[src/rtl/rr_grant_scheduler_if.sv]
// Request/grant bundle between the requesters (master) and rr_grant_scheduler (slave).
// The requester side drives req_i/done_i; the scheduler drives the grant outputs.
interface rr_grant_scheduler_if #(
  parameter int NUM_REQ = 4
);
  localparam int IDX_WIDTH = $clog2(NUM_REQ);

  logic [NUM_REQ-1:0]   req_i;
  logic                 done_i;
  logic [NUM_REQ-1:0]   grant_o;
  logic [IDX_WIDTH-1:0] grant_idx_o;
  logic                 grant_valid_o;
  logic                 timeout_o;

  modport master (
    output req_i, done_i,
    input  grant_o, grant_idx_o, grant_valid_o, timeout_o
  );

  modport slave (
    input  req_i, done_i,
    output grant_o, grant_idx_o, grant_valid_o, timeout_o
  );
endinterface

[src/rtl/rr_grant_scheduler.sv]
// Round-robin grant scheduler with a registered one-hot grant held until release.
// Define RR_GRANT_HOLD_TIMEOUT_EN to add a MAX_HOLD-cycle forced release with timeout_o.
module rr_grant_scheduler #(
  parameter int NUM_REQ  = 4,
  parameter int MAX_HOLD = 16
) (
  input  logic                  clk_i,
  input  logic                  rst_i,
  rr_grant_scheduler_if.slave   bus
);

  localparam int                   IDX_WIDTH = $clog2(NUM_REQ);
  localparam logic [IDX_WIDTH-1:0] LAST_IDX  = IDX_WIDTH'(NUM_REQ - 1);
  localparam logic [IDX_WIDTH:0]   NUM_REQ_W = (IDX_WIDTH + 1)'(NUM_REQ);

  if (NUM_REQ < 2 || MAX_HOLD < 2) begin : g_param_check
    $error("rr_grant_scheduler: NUM_REQ and MAX_HOLD must both be >= 2");
  end

  typedef enum logic {
    IDLE,
    GRANT
  } state_t;

  state_t               state, state_d;
  logic [IDX_WIDTH-1:0] ptr, ptr_d, ptr_adv, search_ptr;
  logic [IDX_WIDTH-1:0] win_idx, cand;
  logic [IDX_WIDTH:0]   sum;
  logic [NUM_REQ-1:0]   win_onehot;
  logic                 any_req;
  logic [NUM_REQ-1:0]   grant_q, grant_d;
  logic [IDX_WIDTH-1:0] idx_q, idx_d;
  logic                 valid_q, valid_d;
  logic                 release_normal, release_forced, release_any, load;

  // Pointer just past the current holder, so the holder becomes lowest priority.
  assign ptr_adv = (idx_q == LAST_IDX) ? '0 : idx_q + 1'b1;

  // Winner search: the scan runs from the farthest offset down so that the
  // first set bit at or after search_ptr (modulo NUM_REQ) is the last write.
  always_comb begin
    // NOTE: every variable written here gets a default first, so no latch can be inferred.
    search_ptr = (state == GRANT) ? ptr_adv : ptr;
    win_idx    = '0;
    sum        = '0;
    cand       = '0;
    for (int i = NUM_REQ - 1; i >= 0; i--) begin
      sum = {1'b0, search_ptr} + (IDX_WIDTH + 1)'(i);
      if (sum >= NUM_REQ_W) sum = sum - NUM_REQ_W;
      cand = sum[IDX_WIDTH-1:0];
      if (bus.req_i[cand]) win_idx = cand;
    end
    any_req    = |bus.req_i;
    win_onehot = any_req ? (NUM_REQ'(1) << win_idx) : '0;
  end

  always_comb begin
    release_normal = (state == GRANT) && (bus.done_i || !bus.req_i[idx_q]);
    release_any    = release_normal || release_forced;
    load           = (state == IDLE) ? any_req : release_any;
  end

  // Next-state logic
  always_comb begin
    state_d = state;
    case (state)
      IDLE:    if (any_req) state_d = GRANT;
      GRANT:   if (release_any && !any_req) state_d = IDLE;
      default: state_d = IDLE;
    endcase
  end

  // Output/datapath next values
  always_comb begin
    ptr_d   = ptr;
    grant_d = grant_q;
    idx_d   = idx_q;
    valid_d = valid_q;
    if (release_any) ptr_d = ptr_adv;
    if (load) begin
      grant_d = win_onehot;
      idx_d   = win_idx;
      valid_d = any_req;
    end
  end

  // State register
  always_ff @(posedge clk_i) begin
    // NOTE: sequential state uses non-blocking assignments so all registers update from pre-edge values.
    if (rst_i) begin
      state   <= IDLE;
      ptr     <= '0;
      grant_q <= '0;
      idx_q   <= '0;
      valid_q <= 1'b0;
    end else begin
      state   <= state_d;
      ptr     <= ptr_d;
      grant_q <= grant_d;
      idx_q   <= idx_d;
      valid_q <= valid_d;
    end
  end

`ifdef RR_GRANT_HOLD_TIMEOUT_EN
  localparam int                HOLD_W    = $clog2(MAX_HOLD);
  localparam logic [HOLD_W-1:0] HOLD_LAST = HOLD_W'(MAX_HOLD - 1);

  logic [HOLD_W-1:0] hold_cnt;
  logic              timeout_q;

  // A normal release in the same cycle wins, so the forced path stays quiet.
  assign release_forced = (state == GRANT) && !release_normal && (hold_cnt == HOLD_LAST);

  always_ff @(posedge clk_i) begin
    if (rst_i) begin
      hold_cnt  <= '0;
      timeout_q <= 1'b0;
    end else begin
      timeout_q <= release_forced;
      if (load)                hold_cnt <= '0;
      else if (state == GRANT) hold_cnt <= hold_cnt + 1'b1;
    end
  end

  assign bus.timeout_o = timeout_q;
`else
  assign release_forced = 1'b0;
  assign bus.timeout_o  = 1'b0;
`endif

  assign bus.grant_o       = grant_q;
  assign bus.grant_idx_o   = idx_q;
  assign bus.grant_valid_o = valid_q;

endmodule

[src/flat_wrapper.sv]
// flat-port wrapper written by rule: the top's interface ports become plain ports
module rr_grant_scheduler_flat 
#(
  parameter int NUM_REQ  = 4,
  parameter int MAX_HOLD = 16
)
  (clk_i, rst_i, bus_req_i, bus_done_i, bus_grant_o, bus_grant_idx_o, bus_grant_valid_o, bus_timeout_o);
  rr_grant_scheduler_if #(.NUM_REQ(NUM_REQ)) bus_i ();
  input  logic clk_i;
  input  logic rst_i;
  input wire logic [$bits(bus_i.req_i)-1:0] bus_req_i;
  input wire logic [$bits(bus_i.done_i)-1:0] bus_done_i;
  output wire logic [$bits(bus_i.grant_o)-1:0] bus_grant_o;
  output wire logic [$bits(bus_i.grant_idx_o)-1:0] bus_grant_idx_o;
  output wire logic [$bits(bus_i.grant_valid_o)-1:0] bus_grant_valid_o;
  output wire logic [$bits(bus_i.timeout_o)-1:0] bus_timeout_o;
  assign bus_i.req_i = bus_req_i;
  assign bus_i.done_i = bus_done_i;
  assign bus_grant_o = bus_i.grant_o;
  assign bus_grant_idx_o = bus_i.grant_idx_o;
  assign bus_grant_valid_o = bus_i.grant_valid_o;
  assign bus_timeout_o = bus_i.timeout_o;
  rr_grant_scheduler #(.NUM_REQ(NUM_REQ), .MAX_HOLD(MAX_HOLD)) u_core (.clk_i(clk_i), .rst_i(rst_i), .bus(bus_i));
endmodule
[config.mk]
export PLATFORM = sky130hd
export DESIGN_NAME = rr_grant_scheduler_flat
export DESIGN_NICKNAME = d
export VERILOG_FILES = /design/src/rtl/rr_grant_scheduler_if.sv /design/src/rtl/rr_grant_scheduler.sv /design/src/flat_wrapper.sv
export SDC_FILE = /design/constraint.sdc
export NUM_CORES = 1
export LEC_CHECK = 0
export BUFFER_PORTS_ARGS = -buffer_cell sky130_fd_sc_hd__buf_2
export CORE_AREA = 2 2 39 41
export CTS_CLUSTER_DIAMETER = 120
export CTS_CLUSTER_SIZE = 10
export DETAILED_ROUTE_END_ITERATION = 12
export DIE_AREA = 0 0 41 43
export MAX_ROUTING_LAYER = met4
export PLACE_DENSITY = 0.7
export SLEW_MARGIN = 20
export SYNTH_ARGS = -nofsm -noshare
export SYNTH_HDL_FRONTEND = slang
export SYNTH_SLANG_ARGS = --single-unit
[constraint.sdc]
create_clock -name clk_i -period 3.3 [get_ports clk_i]
set_clock_uncertainty 0.1 [all_clocks]
set_input_delay 0.165 -clock clk_i [delete_from_list [all_inputs] [get_ports clk_i]]
set_output_delay 0.165 -clock clk_i [all_outputs]
set_load 0.02 [all_outputs]
==> results by group <==
Placed design
  • Global placement routability congestion: 0.704
  • Area after DPL: 617 um2
  • IO Port Bufs: 13
  • Inst Count DP: 88

Die
  • # IOs: 15
  • Cell row count: 14
  • Full die area: 0.00176 mm2
  • Die W: 41 um
  • Core region area: 0.00138 mm2
  • Chip height: 43 um
  • Initial Util: 0.390

Critical path
  • R2r endpoint: u_core.bus.grant_o[1]
  • CP max FO: 6
  • Crit. Startpoint: u_core.bus.grant_idx_o[0]
  • RR Startpoint: u_core.bus.grant_idx_o[0]
  • Crit path arrival time: 2050 ps
  • WS Path Type: reg -> reg
  • Flop2flop setup slack: 1300 ps
  • Critical Path Sink Type: register
  • Worst setup SP type: register
  • Critical path data required time: 3350 ps
  • End point of the critical path: u_core.bus.grant_o[1]
  • R2R depth: 6

Global routing
  • Pin count of the biggest net entering global routing: 9
  • M3 GR Usage: 0.0314
  • Initial antenna violation count: 0
  • Tot GR Track Use: 0.160
  • Grt ovf: 0
  • Number of global-route vias before repair: 445
  • First-pass GRT wire length: 1.84 mm
  • Most Crowded Layer GR: met2
  • M1 GR Usage: 0.204
  • Met2 GRT Util: 0.222

Power and ir drop
  • Seq pwr share: 0.462
  • Sw Share: 0.316
  • P_leak: 0.273 nW
  • NetSw: 97.8 uW
  • Clock power share: 0.252
  • Pint: 212 uW
  • PwrDens: 484 mW/mm2
  • VDD IR max: 232 uV
  • Logic pwr share: 0.286
  • Pwr Total: 310 uW

Clock network
  • Clock transition at the registers of the reported paths: 60 ps
  • CTS H-tree lvls: 1
  • Worst skew pair latency: 250 ps
  • Max Buffers Root-to-Sink: 2
  • Hold bufs inserted after CTS: 0
  • Clk sink count: 10
  • Resize count post-CTS: 0
  • Total CTS buffers: 3
  • Clock root buffer: clkbuf_4
  • Setup Fix Bufs, Post-CTS: 0
  • CTS tree: yes

STA
  • Hold Fails Final Rpt: 0
  • Final setup violating endpoints: 0
  • Relative slew slack: 0.575
  • Fmax: 501 MHz
  • Final period utilization: 0.605
  • Minimum clock period: 2000 ps
  • Unrepaired setup endpoints after global routing: no
  • Final Max Tran Viols: 0
  • Total negative slack: 0 ps
  • Worst-margin pin slew: 632 ps

Synthesis
  • Syn_nets: 68
  • Yosys cell types: 30
  • Syn Inst Count: 60
  • Synthesized area: 539 um2
  • Syn avg cell area: 8.99 um2
  • Yosys warning total: 0
  • Seq/Total Area, Yosys: 0.371
  • Number of synthesized register bits: 10

Layout
  • Final instance area: 639 um2
  • Syn-to-layout area delta: 18.6%
  • Layout cells sized above 1: 0.253
  • N_diodes: 0
  • Nets: 85
  • Non-filler cells, final: 91

Drt
  • Post-route ant nets: 0
  • Via density: 5.46
  • Iteration count of the initial detailed-routing pass: 4
  • WL final: 1.19 mm
  • Routed length per instance: 13.0 um
  • DRC errors left: 0
  • Iter 0 DRT Violations: 8
  • Vias after detailed routing: 497

Run status
  • Status: complete, no violations

Min path
  • HP Class: in -> reg

Flow run
  • Max-cap violations: 0
[power by group through the flow]
stage	sequential, mW	combinational (mW)	clock [mW]
after CTS	0.143	0.0882	0.0800
after detailed placement	0.145	0.0879	0
after floorplan	0.155	0.0522	0
after global routing	0.144	0.0974	0.0847
after global placement	0.144	0.0865	0
final	0.143	0.0884	0.0781
[cells by family (layout without fill, tap and decap cells)]
logic type,Yosys count,after routing,synth area share
multiplexers,4,4,0.104
AO/OA/AOI/OAI,18,18,0.232
other,1,1,0.00695
flip-flops,10,10,0.371
adder cells (fa/ha/maj),1,1,0.0232
AND/OR/NAND/NOR,22,22,0.227
buffers and inverters,4,19,0.0348
[Yosys cell counts]
cell | instances | area [um2]
mux2i_1 | 2 | 20.0
o211ai_1 | 1 | 7.51
or4_1 | 1 | 7.51
mux2i_2 | 1 | 13.8
nand2_1 | 5 | 18.8
o31ai_1 | 3 | 22.5
ha_1 | 1 | 12.5
or2b_1 | 1 | 7.51
nand3_1 | 1 | 5.00
a211oi_1 | 2 | 15.0
nand2b_1 | 1 | 6.26
nand4_1 | 1 | 6.26
a21oi_1 | 4 | 20.0
o21ai_0 | 3 | 15.0
nor2_1 | 5 | 18.8
a32o_1 | 2 | 20.0
dfxtp_1 | 10 | 200
mux4_2 | 1 | 22.5
nor2b_1 | 1 | 6.26
nand3b_1 | 1 | 7.51
and3_1 | 1 | 6.26
nor4_1 | 1 | 6.26
o22a_1 | 1 | 8.76
nor2b_4 | 1 | 13.8
conb_1 | 1 | 3.75
a21boi_0 | 1 | 7.51
buf_4 | 1 | 7.51
inv_1 | 3 | 11.3
and2_1 | 2 | 12.5
a22o_1 | 1 | 8.76
[critical path: stages (launching register included)]
cell and delay [ps]:
dfxtp_1 440, ha_1 300, mux2i_2 270, and3_1 210
o21ai_0 150, and2_1 190, a32o_1 230
[state kept, by name, summed over array words and instances, names as in the netlist]
name / flops
u_core.bus.grant_idx_o: 2
u_core.state: 1
u_core.bus.grant_o: 4
u_core.ptr: 2
u_core.bus.grant_valid_o: 1
[layout by cell type, fill, tap and decap left out, drive strengths merged]
cell and n:
a211oi 2, a21boi 1, a21oi 4, a22o 1, a32o 2, and2 2, and3 1, buf 13
clkbuf 3, conb 1, dfxtp 10, ha 1, inv 3, mux2i 3, mux4 1, nand2 5
nand2b 1, nand3 1, nand3b 1, nand4 1, nor2 5, nor2b 2, nor4 1, o211ai 1
o21ai 3, o22a 1, o31ai 3, or2b 1, or4 1
[worst min path at each step]
stage	start	endpoint	slack, ps	cells past startpoint
floorplan	rst_i	u_core.bus.grant_idx_o[0]	130	1
global placement	u_core.bus.grant_o[3]	u_core.bus.grant_o[3]	340	2
detailed placement	u_core.bus.grant_o[3]	u_core.bus.grant_o[3]	340	2
CTS	rst_i	u_core.ptr[0]	90	2
global route	rst_i	u_core.ptr[1]	100	2
finish	rst_i	u_core.ptr[0]	100	2
[stage by stage]
stage / utilization / hold WS [ps] / setup WS (ps)
after floorplan: - / 134 / 1330
after global placement: 0.446 / 337 / 1380
after detailed placement: 0.446 / 342 / 1330
after CTS: 0.462 / 87.0 / 1320
after global routing: 0.462 / 97.6 / 1170
final: 0.462 / 95.3 / 1300
[area by class of cell]
class | instances | area (um2)
tap | 16 | 20.0
multi-input combinational | 46 | 320
clock buffer | 3 | 22.5
inverter | 3 | 11.3
timing repair buffer | 13 | 65.1
sequential | 10 | 200
fill | 141 | 744
[routing by layer]
layer  vias to the layer above  part of all wire
met5                         -                 0
met4                         0             0.012
met3                         2             0.051
met2                        15              0.49
met1                       225              0.45
li1                        255                 -
Note: power is estimated with default switching activity, not from simulation.
